`config.mk`:
```
export PLATFORM = sky130hd
export DESIGN_NAME = fifo_lockstep_monitor
export DESIGN_NICKNAME = d
export VERILOG_FILES = /design/src/rtl/fifo_lockstep_monitor.sv
export SDC_FILE = /design/constraint.sdc
export NUM_CORES = 1
export LEC_CHECK = 0
export ABC_CLOCK_PERIOD_IN_PS = 5850
export BUFFER_PORTS_ARGS = -buffer_cell sky130_fd_sc_hd__buf_2
export CORE_MARGIN = 2
export CORE_UTILIZATION = 38
export CTS_BUF_LIST = sky130_fd_sc_hd__clkbuf_4
export CTS_CLUSTER_SIZE = 16
export DETAILED_ROUTE_END_ITERATION = 8
export PLACE_DENSITY = 0.58
export SLEW_MARGIN = 10
export SYNTH_ARGS = -nofsm -noshare
export SYNTH_HDL_FRONTEND = slang
export SYNTH_SLANG_ARGS = --single-unit
export TNS_END_PERCENT = 20
```
`constraint.sdc`:
```
create_clock -name Clock -period 5.85 [get_ports Clock]
set_input_delay 0.585 -clock Clock [delete_from_list [all_inputs] [get_ports Clock]]
set_output_delay 0.585 -clock Clock [all_outputs]
set_load 0.02 [all_outputs]
```
`src/rtl/fifo_lockstep_monitor.sv`:
```
// Shadow-model lockstep monitor for NUM_CH synchronous FIFOs: per-channel pointer/flag compare, sticky syndrome, first-fault capture.
// Latency: mismatch is combinational in the current cycle and lands in the sticky error state at the next rising edge.
// Backpressure: none; the monitor only observes the FIFO enables/flags/pointers and never stalls them.
// Optional build macro FIFO_MON_RESYNC_EN: ErrClear also reloads the shadow pointers/occupancy from the DUT.
module fifo_lockstep_monitor #(
    parameter int ADDR_WIDTH    = 8,
    parameter int NUM_CH        = 4,
    parameter int ERR_CNT_WIDTH = 8,
    parameter int CH_IDX_WIDTH  = 4
) (
    input  logic                           Clock,
    input  logic                           Reset_,
    input  logic                           Enable,
    input  logic                           ErrClear,
    input  logic [NUM_CH-1:0]              WriteEn,
    input  logic [NUM_CH-1:0]              ReadEn,
    input  logic [NUM_CH-1:0]              Empty_,
    input  logic [NUM_CH-1:0]              HalfFull_,
    input  logic [NUM_CH-1:0]              Full_,
    input  logic [NUM_CH*ADDR_WIDTH-1:0]   WritePtr,
    input  logic [NUM_CH*ADDR_WIDTH-1:0]   ReadPtr,
    output logic [NUM_CH-1:0]              ChError,
    output logic [NUM_CH*5-1:0]            Syndrome,
    output logic                           detected_error,
    output logic [CH_IDX_WIDTH-1:0]        FirstCh,
    output logic [4:0]                     FirstSyn,
    output logic [ERR_CNT_WIDTH-1:0]       ErrCount,
    output logic [1:0]                     MonState
);

    localparam logic [1:0] MON_IDLE   = 2'b00;
    localparam logic [1:0] MON_ACTIVE = 2'b01;
    localparam logic [1:0] MON_FAULT  = 2'b10;

    localparam int OCC_W = ADDR_WIDTH + 1;
    localparam logic [OCC_W-1:0]         OCC_FULL = OCC_W'(2**ADDR_WIDTH);
    localparam logic [OCC_W-1:0]         OCC_HALF = OCC_W'(2**(ADDR_WIDTH-1));
    localparam logic [OCC_W-1:0]         OCC_ONE  = OCC_W'(1);
    localparam logic [ERR_CNT_WIDTH-1:0] ERR_ONE  = ERR_CNT_WIDTH'(1);

    // Shadow model state, one entry per channel.
    logic [ADDR_WIDTH-1:0] shWp  [NUM_CH];
    logic [ADDR_WIDTH-1:0] shRp  [NUM_CH];
    logic [OCC_W-1:0]      shOcc [NUM_CH];

    logic [NUM_CH-1:0]     doWrite;
    logic [NUM_CH-1:0]     doRead;
    logic [ADDR_WIDTH-1:0] baseWp  [NUM_CH];
    logic [ADDR_WIDTH-1:0] baseRp  [NUM_CH];
    logic [OCC_W-1:0]      baseOcc [NUM_CH];
    logic [OCC_W-1:0]      nextOcc [NUM_CH];

    logic [4:0]              mis [NUM_CH];
    logic [NUM_CH*5-1:0]     misFlat;
    logic [NUM_CH-1:0]       misAny;
    logic                    anyMis;
    logic                    newEvent;
    logic [CH_IDX_WIDTH-1:0] firstIdx;
    logic [4:0]              firstMis;
    logic                    resync;

`ifdef FIFO_MON_RESYNC_EN
    assign resync = ErrClear & ((MonState == MON_ACTIVE) | (MonState == MON_FAULT));
`else
    assign resync = 1'b0;
`endif

    assign detected_error = |ChError;

    // Compare shadow against DUT and pick the lowest-index mismatching channel.
    always_comb begin
        anyMis   = 1'b0;
        newEvent = 1'b0;
        firstIdx = '0;
        firstMis = '0;
        misFlat  = '0;
        misAny   = '0;
        for (int c = 0; c < NUM_CH; c++) begin
            mis[c] = { shWp[c] != WritePtr[c*ADDR_WIDTH +: ADDR_WIDTH],
                       shRp[c] != ReadPtr[c*ADDR_WIDTH +: ADDR_WIDTH],
                       (shOcc[c] != '0) ^ Empty_[c],
                       (shOcc[c] < OCC_HALF) ^ HalfFull_[c],
                       (shOcc[c] != OCC_FULL) ^ Full_[c] };
        end
        // Walk downwards so the lowest index wins the first-fault slot.
        for (int c = NUM_CH-1; c >= 0; c--) begin
            misFlat[c*5 +: 5] = mis[c];
            misAny[c]         = |mis[c];
            if (misAny[c]) begin
                firstIdx = CH_IDX_WIDTH'(c);
                firstMis = mis[c];
            end
            if (misAny[c] && (mis[c] != Syndrome[c*5 +: 5])) begin
                newEvent = 1'b1;
            end
        end
        anyMis = |misAny;
    end

    // Next shadow state: gated by the DUT's own flags, occupancy saturates at its bounds.
    always_comb begin
        for (int c = 0; c < NUM_CH; c++) begin
            doWrite[c] = WriteEn[c] & Full_[c];
            doRead[c]  = ReadEn[c] & Empty_[c];
            if (resync) begin
                baseWp[c]  = WritePtr[c*ADDR_WIDTH +: ADDR_WIDTH];
                baseRp[c]  = ReadPtr[c*ADDR_WIDTH +: ADDR_WIDTH];
                baseOcc[c] = {1'b0, baseWp[c] - baseRp[c]};
                // Equal pointers are ambiguous; the DUT full flag decides empty vs full.
                if ((baseWp[c] == baseRp[c]) && !Full_[c]) begin
                    baseOcc[c] = OCC_FULL;
                end
            end else begin
                baseWp[c]  = shWp[c];
                baseRp[c]  = shRp[c];
                baseOcc[c] = shOcc[c];
            end
            nextOcc[c] = baseOcc[c];
            if (doWrite[c] && !doRead[c] && (baseOcc[c] != OCC_FULL)) begin
                nextOcc[c] = baseOcc[c] + OCC_ONE;
            end else if (doRead[c] && !doWrite[c] && (baseOcc[c] != '0)) begin
                nextOcc[c] = baseOcc[c] - OCC_ONE;
            end
        end
    end

    // Shadow registers track the DUT in every state, including idle.
    always_ff @(posedge Clock) begin
        if (!Reset_) begin
            for (int c = 0; c < NUM_CH; c++) begin
                shWp[c]  <= '0;
                shRp[c]  <= '0;
                shOcc[c] <= '0;
            end
        end else begin
            for (int c = 0; c < NUM_CH; c++) begin
                shWp[c]  <= baseWp[c] + ADDR_WIDTH'(doWrite[c]);
                shRp[c]  <= baseRp[c] + ADDR_WIDTH'(doRead[c]);
                shOcc[c] <= nextOcc[c];
            end
        end
    end

    // Monitor FSM with sticky error capture; ErrClear outranks a same-cycle mismatch.
    always_ff @(posedge Clock) begin
        if (!Reset_) begin
            ChError  <= '0;
            Syndrome <= '0;
            FirstCh  <= '0;
            FirstSyn <= '0;
            ErrCount <= '0;
            MonState <= MON_IDLE;
        end else begin
            case (MonState)
                MON_IDLE: begin
                    if (Enable) begin
                        MonState <= MON_ACTIVE;
                    end
                end
                MON_ACTIVE, MON_FAULT: begin
                    if (ErrClear) begin
                        ChError  <= '0;
                        Syndrome <= '0;
                        FirstCh  <= '0;
                        FirstSyn <= '0;
                        MonState <= MON_ACTIVE;
                    end else begin
                        ChError  <= ChError | misAny;
                        Syndrome <= Syndrome | misFlat;
                        if (newEvent && (ErrCount != '1)) begin
                            ErrCount <= ErrCount + ERR_ONE;
                        end
                        if ((MonState == MON_ACTIVE) && anyMis) begin
                            MonState <= MON_FAULT;
                            FirstCh  <= firstIdx;
                            FirstSyn <= firstMis;
                        end
                    end
                end
                default: MonState <= MON_IDLE;
            endcase
            if (!Enable) begin
                MonState <= MON_IDLE;
            end
        end
    end

endmodule

```
==> impl_metrics.py, run 1 <==
metrics = {
    "sta": {
        "max_slew.worst_pin.slew_ns": 0.845,
        "rsz0062_at_grt": "no",
        "slew_viol_final": 0,
        "hold_viol": 0,
        "skew_ns": 0.0203,
        "setup_ws_ns": 2.31,
        "fin_crit_ns": 3.54,
        "fin_setup_tns_ns": 0,
        "finalSetupViolCount": 0,
        "max-slew-margin-rel_pct": 43.6,
        "finalCritPeriodShare_pct": 60.5,
        "timing.fmax_mhz": 282,
        "hold_ws_ns": 0.287,
    },
    "yosys": {
        "async_reset_ff_share_pct": 0,
        "yosysWarnings": 0,
        "syn_inst": 972,
        "syn_area_per_cell_um2": 8.58,
        "yosys_most_used_dff": "dfxtp_1",
        "yosys.area.top_type": "dfxtp_1",
        "seq_area_frac_synth_pct": 33.9,
        "synth_enable_flop_cells": 0,
        "synth.top_cell.area_share_pct": 33.9,
        "ys_top_cells_by_area": "dfxtp_1 34%, xnor2_1 10%, ha_1 9.9%",
        "yosysMostFrequentCell": "nor2_1",
        "synthTopCellsByCount": "155 x nor2_1, 141 x dfxtp_1, 96 x xnor2_1, 67 x a21oi_1, 66 x ha_1",
        "synth.cell_area_mm2": 0.00834,
        "synth_cell_type_count": 60,
        "ys_seq_elements": 141,
    },
    "power_and_ir_drop": {
        "leakage_uw": 0.00415,
        "power.density_mw_per_mm2": 331,
        "ir_drop_mv": 0.117,
        "power.total_uw": 3170,
    },
    "floorplan": {
        "die_area_mm2": 0.0231,
        "ios": 132,
        "start_util_pct": 38.4,
        "num_rows": 54,
        "fp.dieW_um": 152,
        "core-area_mm2": 0.0217,
        "fp.dieH_um": 152,
    },
    "cells_and_area": {
        "nets": 1256,
        "drive_gt1_share_pct": 15.4,
        "area_growth_pct": 14.8,
    },
    "critical_path": {
        "critPathTopFamily": "simple AND/OR/NAND/NOR gates",
        "r2r_slack_ns": 2.31,
        "crit_path_end_kind": "flip-flop",
        "required_ns": 6.31,
        "cp_num_buf_inv": 0,
        "cp.arrival_ns": 4.00,
        "r2r-end": "shOcc[2][8]",
        "start_kind": "flip-flop",
        "cpPeakStageDelay_ns": 0.55,
        "reg2regPathDepth": 11,
        "reg2reg_from": "shOcc[2][5]",
        "path_cells": "nor4_1 > nand3_1 > nand2_1 > ha_1 > a21o_1 > a21oi_1 > o21bai_1 > a2111oi_0 > nor3_1 > mux4_2 > and2_1",
        "critPathKind": "flip-flop to flip-flop",
        "crit_path_max_fanout": 10,
        "cp_slowest_cell": "nor4_1",
    },
    "place": {
        "dp_hpwl_mm": 15.9,
        "place_ws_ns": 2.27,
        "port_buffers": 129,
        "gp_congestion": 0.816,
    },
    "clocking": {
        "cts_hold_buf": 0,
        "htree_num_levels": 4,
        "tritoncts": "yes",
        "cts_sinks": 141,
        "clkSlewWorstSetupHoldPaths_ns": 0.13,
        "numCtsBuffers": 17,
        "clockBufferDepth": 2,
        "cts_resized": 0,
        "root_buffer": "clkbuf_4",
        "post_cts_buffers": 0,
        "clock_latency_ns": 0.56,
    },
    "worst_hold_path": {
        "hold_end": "MonState[0]",
        "min_from": "Enable",
        "min_path_cells": 3,
        "hold_class": "primary input to flip-flop",
    },
    "drt": {
        "ant_nets": 0,
        "via_per_inst": 4.99,
        "dr.pass1.iters": 6,
        "drc": 0,
        "drt-initial-drc-count": 427,
        "post_drt_wl_per_cell_um": 14.9,
        "routed_wl_mm": 20.7,
        "dr_total_vias": 6953,
    },
    "flow_run": {
        "cap_violations": 0,
    },
    "grt": {
        "grt_max_degree": 70,
        "antenna_found_initial": 2,
        "grt_overflow_total": 0,
        "grtUsageTotal_pct": 18.0,
        "grt_pass1_vias": 6476,
        "grt_pass1_wl_mm": 33.5,
    },
    "run_status": {
        "outcome": "complete, no violations",
    },
}
## layout make-up
class | count | area, um2
Fill cell | 2205 | 12100
Multi-Input combinational cell | 766 | 5260
Antenna cell | 2 | 5.00
Clock buffer | 19 | 143
Clock inverter | 12 | 170
Sequential cell | 141 | 2820
Inverter | 41 | 154
Timing Repair Buffer | 131 | 661
Tap cell | 280 | 350
## kinds of logic (layout without fill, tap and decap cells)
group,count (synthesis),count (layout),share of synthesized area (%)
simple gates,375,375,22.0
xor+xnor,149,149,15.7
flops,141,141,33.9
compound gates,139,139,10.4
fa+ha+maj,70,70,10.9
buf+inv,66,203,3.06
mux,31,31,4.17
other cells,1,4,0.0450
## registers in the layout (all words and copies together) (netlist names)
signal	flops
shRp	32
ErrCount	8
ChError	4
shOcc	36
FirstSyn	5
FirstCh	2
MonState	2
shWp	32
Syndrome	20
## report_power, final
group          switching [uW]  internal [uW]  total, uW
Sequential                112           1060       1180
Combinational             709            579       1290
Clock                     361            344        705
Total                    1180           1990       3170
## metal layers
| layer | GRT usage, % | part of all wire [%] | vias up |
|---|---|---|---|
| li1 | - | - | 3621 |
| met1 | 24.4 | 49 | 3179 |
| met3 | 3.48 | 3.3 | 23 |
| met4 | 5.61 | 1.7 | 0 |
| met2 | 29.0 | 46 | 130 |
| met5 | 0 | 0 | - |
## through the flow
stage	area, um2	utilization (%)	cells
final	9570	44.1	1392
after global routing	9570	44.1	1392
after CTS	9560	44.1	1390
after detailed placement	9250	42.7	1359
after global placement	9250	42.7	1359
after floorplan	8340	-	973
## worst min-delay path, delay by kind of cell
family,cells,cell delay [ns]
buffers and inverters,1,0.10
AND/OR/NAND/NOR,1,0.08
AO/OA/AOI/OAI,1,0.04
## worst max-delay path by stage
stage / from / to / slack [ns] / depth (start not counted)
6_report: shOcc[2][5] / shOcc[2][8] / 2.31 / 11
5_1_grt: shOcc[0][0] / shOcc[0][8] / 1.98 / 11
4_1_cts: shOcc[2][5] / shOcc[2][8] / 2.37 / 11
3_5_place_dp: Empty_[2] / shOcc[2][8] / 2.27 / 12
3_3_place_gp: Empty_[2] / shOcc[2][8] / 2.33 / 12
2_1_floorplan: ReadEn[2] / shOcc[2][8] / 2.70 / 11
## cells in the final DEF, fill, tap and decap left out, types with 4 or more instances in the layout
cell       instances
nand2b_1          12
or3_1              4
fa_1               4
mux2i_1           28
dfxtp_1          141
nor2_1           155
ha_1              66
a21o_1             8
xnor2_1           96
or4_1              6
a21oi_1           67
buf_2            129
inv_1             40
o21bai_1           8
nand4_1           19
nand2_1           47
xor2_1            53
and3_1            19
a2111oi_0          5
nor3_1             9
o21ai_0           15
bufinv_16          4
nand3_1           45
nor4_1            20
and2_1            25
clkbuf_4          19
No activity file was read; power rests on OpenSTA's default activity.
==> inputs of run 2 (changes only) <==
ABC_CLOCK_PERIOD_IN_PS = 3650   (was 5850)
clock period = 3.65 ns   (was 5.85 ns; I/O delays follow)
==> impl_metrics.py, run 2 (same netlist as run 1, synthesis figures left out) <==
metrics = {
    "critical_path": {
        "crit_path_end_kind": "flip-flop",
        "cp.arrival_ns": 3.72,
        "crit_path_max_fanout": 5,
        "required_ns": 4.10,
        "cpPeakStageDelay_ns": 0.44,
        "start_kind": "flip-flop",
        "critPathKind": "flip-flop to flip-flop",
        "crit_cells": 11,
        "reg2regPathDepth": 11,
        "path_cells": "nor4_2 > nand3_1 > nand2_1 > ha_1 > a21o_1 > a21oi_1 > o21bai_1 > a2111oi_0 > nor3_1 > mux4_2 > and2_1",
        "cp_slowest_cell": "nor4_2",
        "cp_num_buf_inv": 0,
        "critPathTopFamily": "simple AND/OR/NAND/NOR gates",
    },
    "cells_and_area": {
        "nets": 1269,
        "largest_reg_flops": 36,
        "final_cell_area_mm2": 0.00971,
        "fillers": 2136,
        "reg.largest.list": "shOcc x36, shRp x32, shWp x32",
        "top_register": "shOcc",
        "drive_gt1_share_pct": 16.7,
        "final_cell_mix": "155 x nor2_1, 141 x dfxtp_1, 129 x buf_2, 96 x xnor2_1, 67 x a21oi_1",
        "final_common_cell": "nor2_1",
        "area_growth_pct": 16.4,
    },
    "drt": {
        "dr_total_vias": 7018,
        "drt-initial-drc-count": 353,
        "post_drt_wl_per_cell_um": 14.7,
        "via_per_inst": 5.00,
        "drc": 0,
        "dr.pass1.iters": 4,
        "ant_nets": 0,
        "routed_wl_mm": 20.7,
    },
    "clocking": {
        "post_cts_buffers": 0,
        "numCtsBuffers": 17,
        "clock_latency_ns": 0.56,
        "cts_resized": 0,
        "cts_sinks": 141,
        "clkSlewWorstSetupHoldPaths_ns": 0.12,
        "clockBufferDepth": 2,
        "tritoncts": "yes",
        "cts_hold_buf": 0,
        "htree_num_levels": 4,
        "root_buffer": "clkbuf_4",
    },
    "sta": {
        "timing.fmax_mhz": 306,
        "max-slew-margin-rel_pct": 53.9,
        "slew_viol_final": 0,
        "max_slew.worst_pin.slew_ns": 0.691,
        "skew_ns": 0.0214,
        "finalSetupViolCount": 0,
        "finalCritPeriodShare_pct": 89.6,
        "rsz0062_at_grt": "no",
        "hold_viol": 0,
        "fin_setup_tns_ns": 0,
        "fin_crit_ns": 3.27,
    },
    "grt": {
        "grtUsageTotal_pct": 18.1,
        "grt_pass1_vias": 6673,
        "antenna_found_initial": 1,
        "grt_max_degree": 54,
        "grt_overflow_total": 0,
        "grt_pass1_wl_mm": 33.9,
    },
    "floorplan": {
        "die_area_mm2": 0.0231,
        "start_util_pct": 38.4,
        "fp.dieW_um": 152,
        "num_rows": 54,
        "ios": 132,
        "fp.dieH_um": 152,
        "core-area_mm2": 0.0217,
    },
    "place": {
        "gp_congestion": 0.845,
        "dp_hpwl_mm": 16.0,
        "port_buffers": 129,
        "place_area_mm2": 0.00935,
    },
    "power_and_ir_drop": {
        "power.total_uw": 5210,
        "leakage_uw": 0.00423,
        "power.density_mw_per_mm2": 537,
        "ir_drop_mv": 0.228,
    },
    "flow_run": {
        "cap_violations": 0,
    },
    "worst_hold_path": {
        "hold_class": "primary input to flip-flop",
        "min_path_cells": 3,
    },
    "run_status": {
        "outcome": "complete, no violations",
    },
}
-- run 2: cell count changes in the layout (fill, tap and decap cells not counted) --
| cell | change |
|---|---|
| bufinv_16 | +1 |
| buf_4 | +13 |
| nor4_2 | +2 |
| clkinv_4 | -1 |
| diode_2 | -1 |
| clkinv_1 | -1 |
| clkbuf_4 | +1 |
| clkinv_2 | +1 |
| nor4_1 | -2 |
-- run 2: final cells by class --
cell class / count / area [um2] / area share, %
flip-flops and latches: 141 / 2820 / 29.1
inverters: 41 / 154 / 1.59
clock inverters: 12 / 193 / 1.99
well taps: 280 / 350 / 3.61
repair buffers: 144 / 758 / 7.81
clock buffers: 20 / 150 / 1.55
diodes: 1 / 2.50 / 0.0258
multi-input cells: 766 / 5280 / 54.4
-- run 2: report_power, final --
part / internal, uW / switching (uW)
Combinational: 960 / 1140
Clock: 631 / 585
Sequential: 1710 / 183
Total: 3300 / 1910
-- run 2: routing by layer --
layer / up-vias / GRT usage (%) / share of wire (%)
met5: - / 0 / 0
met2: 142 / 28.7 / 45
met3: 16 / 3.45 / 4.1
met1: 3210 / 24.9 / 49
met4: 0 / 5.52 / 1.5
li1: 3650 / - / -
-- run 2: metrics by stage --
stage | std cells | hold slack, ns | setup WS (ns) | utilization, %
global placement | 1372 | 0.444 | 0.391 | 43.1
CTS | 1404 | 0.0262 | 0.219 | 44.7
finish | 1405 | 0.0758 | 0.380 | 44.8
detailed placement | 1372 | 0.448 | 0.254 | 43.1
floorplan | 973 | 0.465 | 0.537 | -
global route | 1405 | 0.0187 | 0.127 | 44.8
-- run 2: worst paths after layout --
| path | to | startpoint | slack, ns |
|---|---|---|---|
| worst min register to register | FirstCh[0] | FirstCh[0] | 0.46 |
| worst max register to register | shOcc[2][8] | shOcc[2][0] | 0.38 |
| worst max-delay path | shOcc[2][8] | shOcc[2][0] | 0.38 |
| worst min-delay path | MonState[1] | Enable | 0.08 |
-- run 2: worst reg2reg max path, cell delays in order (launching register included) --
cell,delay [ns]
dfxtp_1,0.39
nor4_2,0.44
nand3_1,0.18
nand2_1,0.20
ha_1,0.30
a21o_1,0.18
a21oi_1,0.22
o21bai_1,0.12
a2111oi_0,0.42
nor3_1,0.13
mux4_2,0.42
and2_1,0.16
==> inputs of run 3 (changes only) <==
ABC_CLOCK_PERIOD_IN_PS = 4100   (was 3650)
clock period = 4.1 ns   (was 3.65 ns; I/O delays follow)
==> impl_metrics.py, run 3 (same netlist as run 1, synthesis figures left out) <==
metrics = {
    "worst_hold_path": {
        "hold_class": "primary input to flip-flop",
        "hold_end": "MonState[1]",
        "min_path_cells": 3,
        "min_from": "Enable",
    },
    "grt": {
        "antenna_found_initial": 1,
        "use_met1_pct": 24.5,
        "grt_max_degree": 51,
        "grtUsageTotal_pct": 17.9,
        "grt-busiest-layer": "met2",
        "grt_pass1_vias": 6607,
        "grt_pass1_wl_mm": 33.6,
        "met3_usage_pct": 3.51,
        "met2_usage_pct": 28.8,
        "grt_overflow_total": 0,
    },
    "cells_and_area": {
        "drive_gt1_share_pct": 15.5,
        "reg.largest.list": "shOcc x36, shRp x32, shWp x32",
        "largest_reg_flops": 36,
        "top_register": "shOcc",
        "final_cell_area_mm2": 0.00958,
        "final_cell_mix": "155 x nor2_1, 141 x dfxtp_1, 129 x buf_2, 96 x xnor2_1, 67 x a21oi_1",
        "area_growth_pct": 14.9,
        "final_common_cell": "nor2_1",
        "nets": 1258,
        "final_util_pct": 44.2,
    },
    "run_status": {
        "outcome": "complete, no violations",
    },
    "critical_path": {
        "cp.arrival_ns": 4.08,
        "crit_path_max_fanout": 10,
        "start_kind": "flip-flop",
        "critPathKind": "flip-flop to flip-flop",
        "reg2reg_from": "shOcc[2][4]",
        "required_ns": 4.57,
        "r2r_slack_ns": 0.49,
        "crit_path_end_kind": "flip-flop",
        "r2r-end": "shOcc[2][8]",
        "reg2regPathDepth": 11,
    },
    "floorplan": {
        "core-area_mm2": 0.0217,
        "die_area_mm2": 0.0231,
        "start_util_pct": 38.4,
        "num_rows": 54,
        "fp.dieH_um": 152,
        "fp.dieW_um": 152,
        "ios": 132,
    },
    "drt": {
        "drt-initial-drc-count": 467,
        "ant_nets": 0,
        "dr_total_vias": 7066,
        "via_per_inst": 5.07,
        "post_drt_wl_per_cell_um": 14.8,
        "routed_wl_mm": 20.7,
        "dr.pass1.iters": 7,
        "drc": 0,
    },
    "sta": {
        "finalCritPeriodShare_pct": 88.0,
        "max-slew-margin-rel_pct": 44.8,
        "skew_ns": 0.0191,
        "hold_viol": 0,
        "setup_ws_ns": 0.493,
        "rsz0062_at_grt": "no",
        "slew_viol_final": 0,
        "fin_crit_ns": 3.61,
        "max_slew.worst_pin.slew_ns": 0.821,
        "finalSetupViolCount": 0,
        "fin_setup_tns_ns": 0,
        "timing.fmax_mhz": 277,
    },
    "place": {
        "place_ws_ns": 0.607,
        "place_area_mm2": 0.00927,
        "port_buffers": 129,
        "gp_congestion": 0.850,
        "dp_hpwl_mm": 15.9,
    },
    "clocking": {
        "tritoncts": "yes",
        "root_buffer": "clkbuf_4",
        "numCtsBuffers": 17,
        "cts_hold_buf": 0,
        "clkSlewWorstSetupHoldPaths_ns": 0.12,
        "cts_sinks": 141,
        "cts_resized": 0,
        "htree_num_levels": 4,
        "clockBufferDepth": 2,
        "clock_latency_ns": 0.57,
        "post_cts_buffers": 0,
    },
    "power_and_ir_drop": {
        "p_seq_share_pct": 37.1,
        "leakage_uw": 0.00416,
        "power.density_mw_per_mm2": 472,
        "power_switching_uw": 1690,
        "switching_share_pct": 37.5,
        "combPwrFrac_pct": 40.8,
        "p_int_uw": 2830,
        "clockPowerShare_pct": 22.1,
        "ir_drop_mv": 0.170,
    },
    "flow_run": {
        "cap_violations": 0,
    },
}
## run 3: cell types whose count changed in the layout (fill, tap and decap cells not counted)
cell / previous run / this run
inv_6: 1 / 0
nor4_1: 18 / 20
clkinv_1: 1 / 4
nor4_2: 2 / 0
buf_4: 15 / 4
clkinvlp_4: 2 / 1
clkinv_4: 0 / 2
clkbuf_4: 20 / 18
bufinv_16: 5 / 4
## run 3: routing by layer
layer  part of all wire [%]  wire [um]
met1                     48       9960
met2                     46       9420
met3                    4.5        928
met4                    1.9        383
met5                      0          0
## run 3: how the worst max path moves through the flow
stage,from,to,slack [ns],depth (start not counted)
6_report,shOcc[2][4],shOcc[2][8],0.49,11
5_1_grt,shOcc[2][0],shOcc[2][8],0.29,11
4_1_cts,shOcc[2][4],shOcc[2][8],0.56,11
3_5_place_dp,shOcc[2][4],shOcc[2][8],0.61,11
3_3_place_gp,shOcc[2][0],shOcc[2][8],0.71,11
2_1_floorplan,shOcc[2][0],shOcc[2][8],0.99,11
## run 3: final cells by class
class / count / area [um2]
Clock inverter: 14 / 175
Antenna cell: 1 / 2.50
Inverter: 41 / 154
Sequential cell: 141 / 2820
Tap cell: 280 / 350
Timing Repair Buffer: 133 / 676
Fill cell: 2189 / 12100
Multi-Input combinational cell: 766 / 5260
Clock buffer: 18 / 135
## run 3: through the flow
step | power [uW] | hold slack (ns) | instances
floorplan | 3120 | 0.465 | 973
global placement | 3510 | 0.447 | 1361
detailed placement | 3530 | 0.457 | 1361
global route | 4880 | 0.0730 | 1394
finish | 4520 | 0.0947 | 1394
CTS | 4560 | 0.0621 | 1393
## run 3: critical path: stages (launching register included)
cell,delay (ns)
dfxtp_1,0.35
nor4_1,0.57
nand3_1,0.21
nand2_1,0.35
ha_1,0.34
a21o_1,0.18
a21oi_1,0.21
o21bai_1,0.12
a2111oi_0,0.44
nor3_1,0.14
mux4_2,0.43
and2_1,0.17
## run 3: power groups by stage
stage               clock network (uW)  registers (uW)  logic, uW
floorplan                            0            1690       1420
global placement                     0            1700       1810
detailed placement                   0            1710       1820
CTS                               1040            1680       1840
global route                      1090            1700       2080
finish                             997            1680       1850
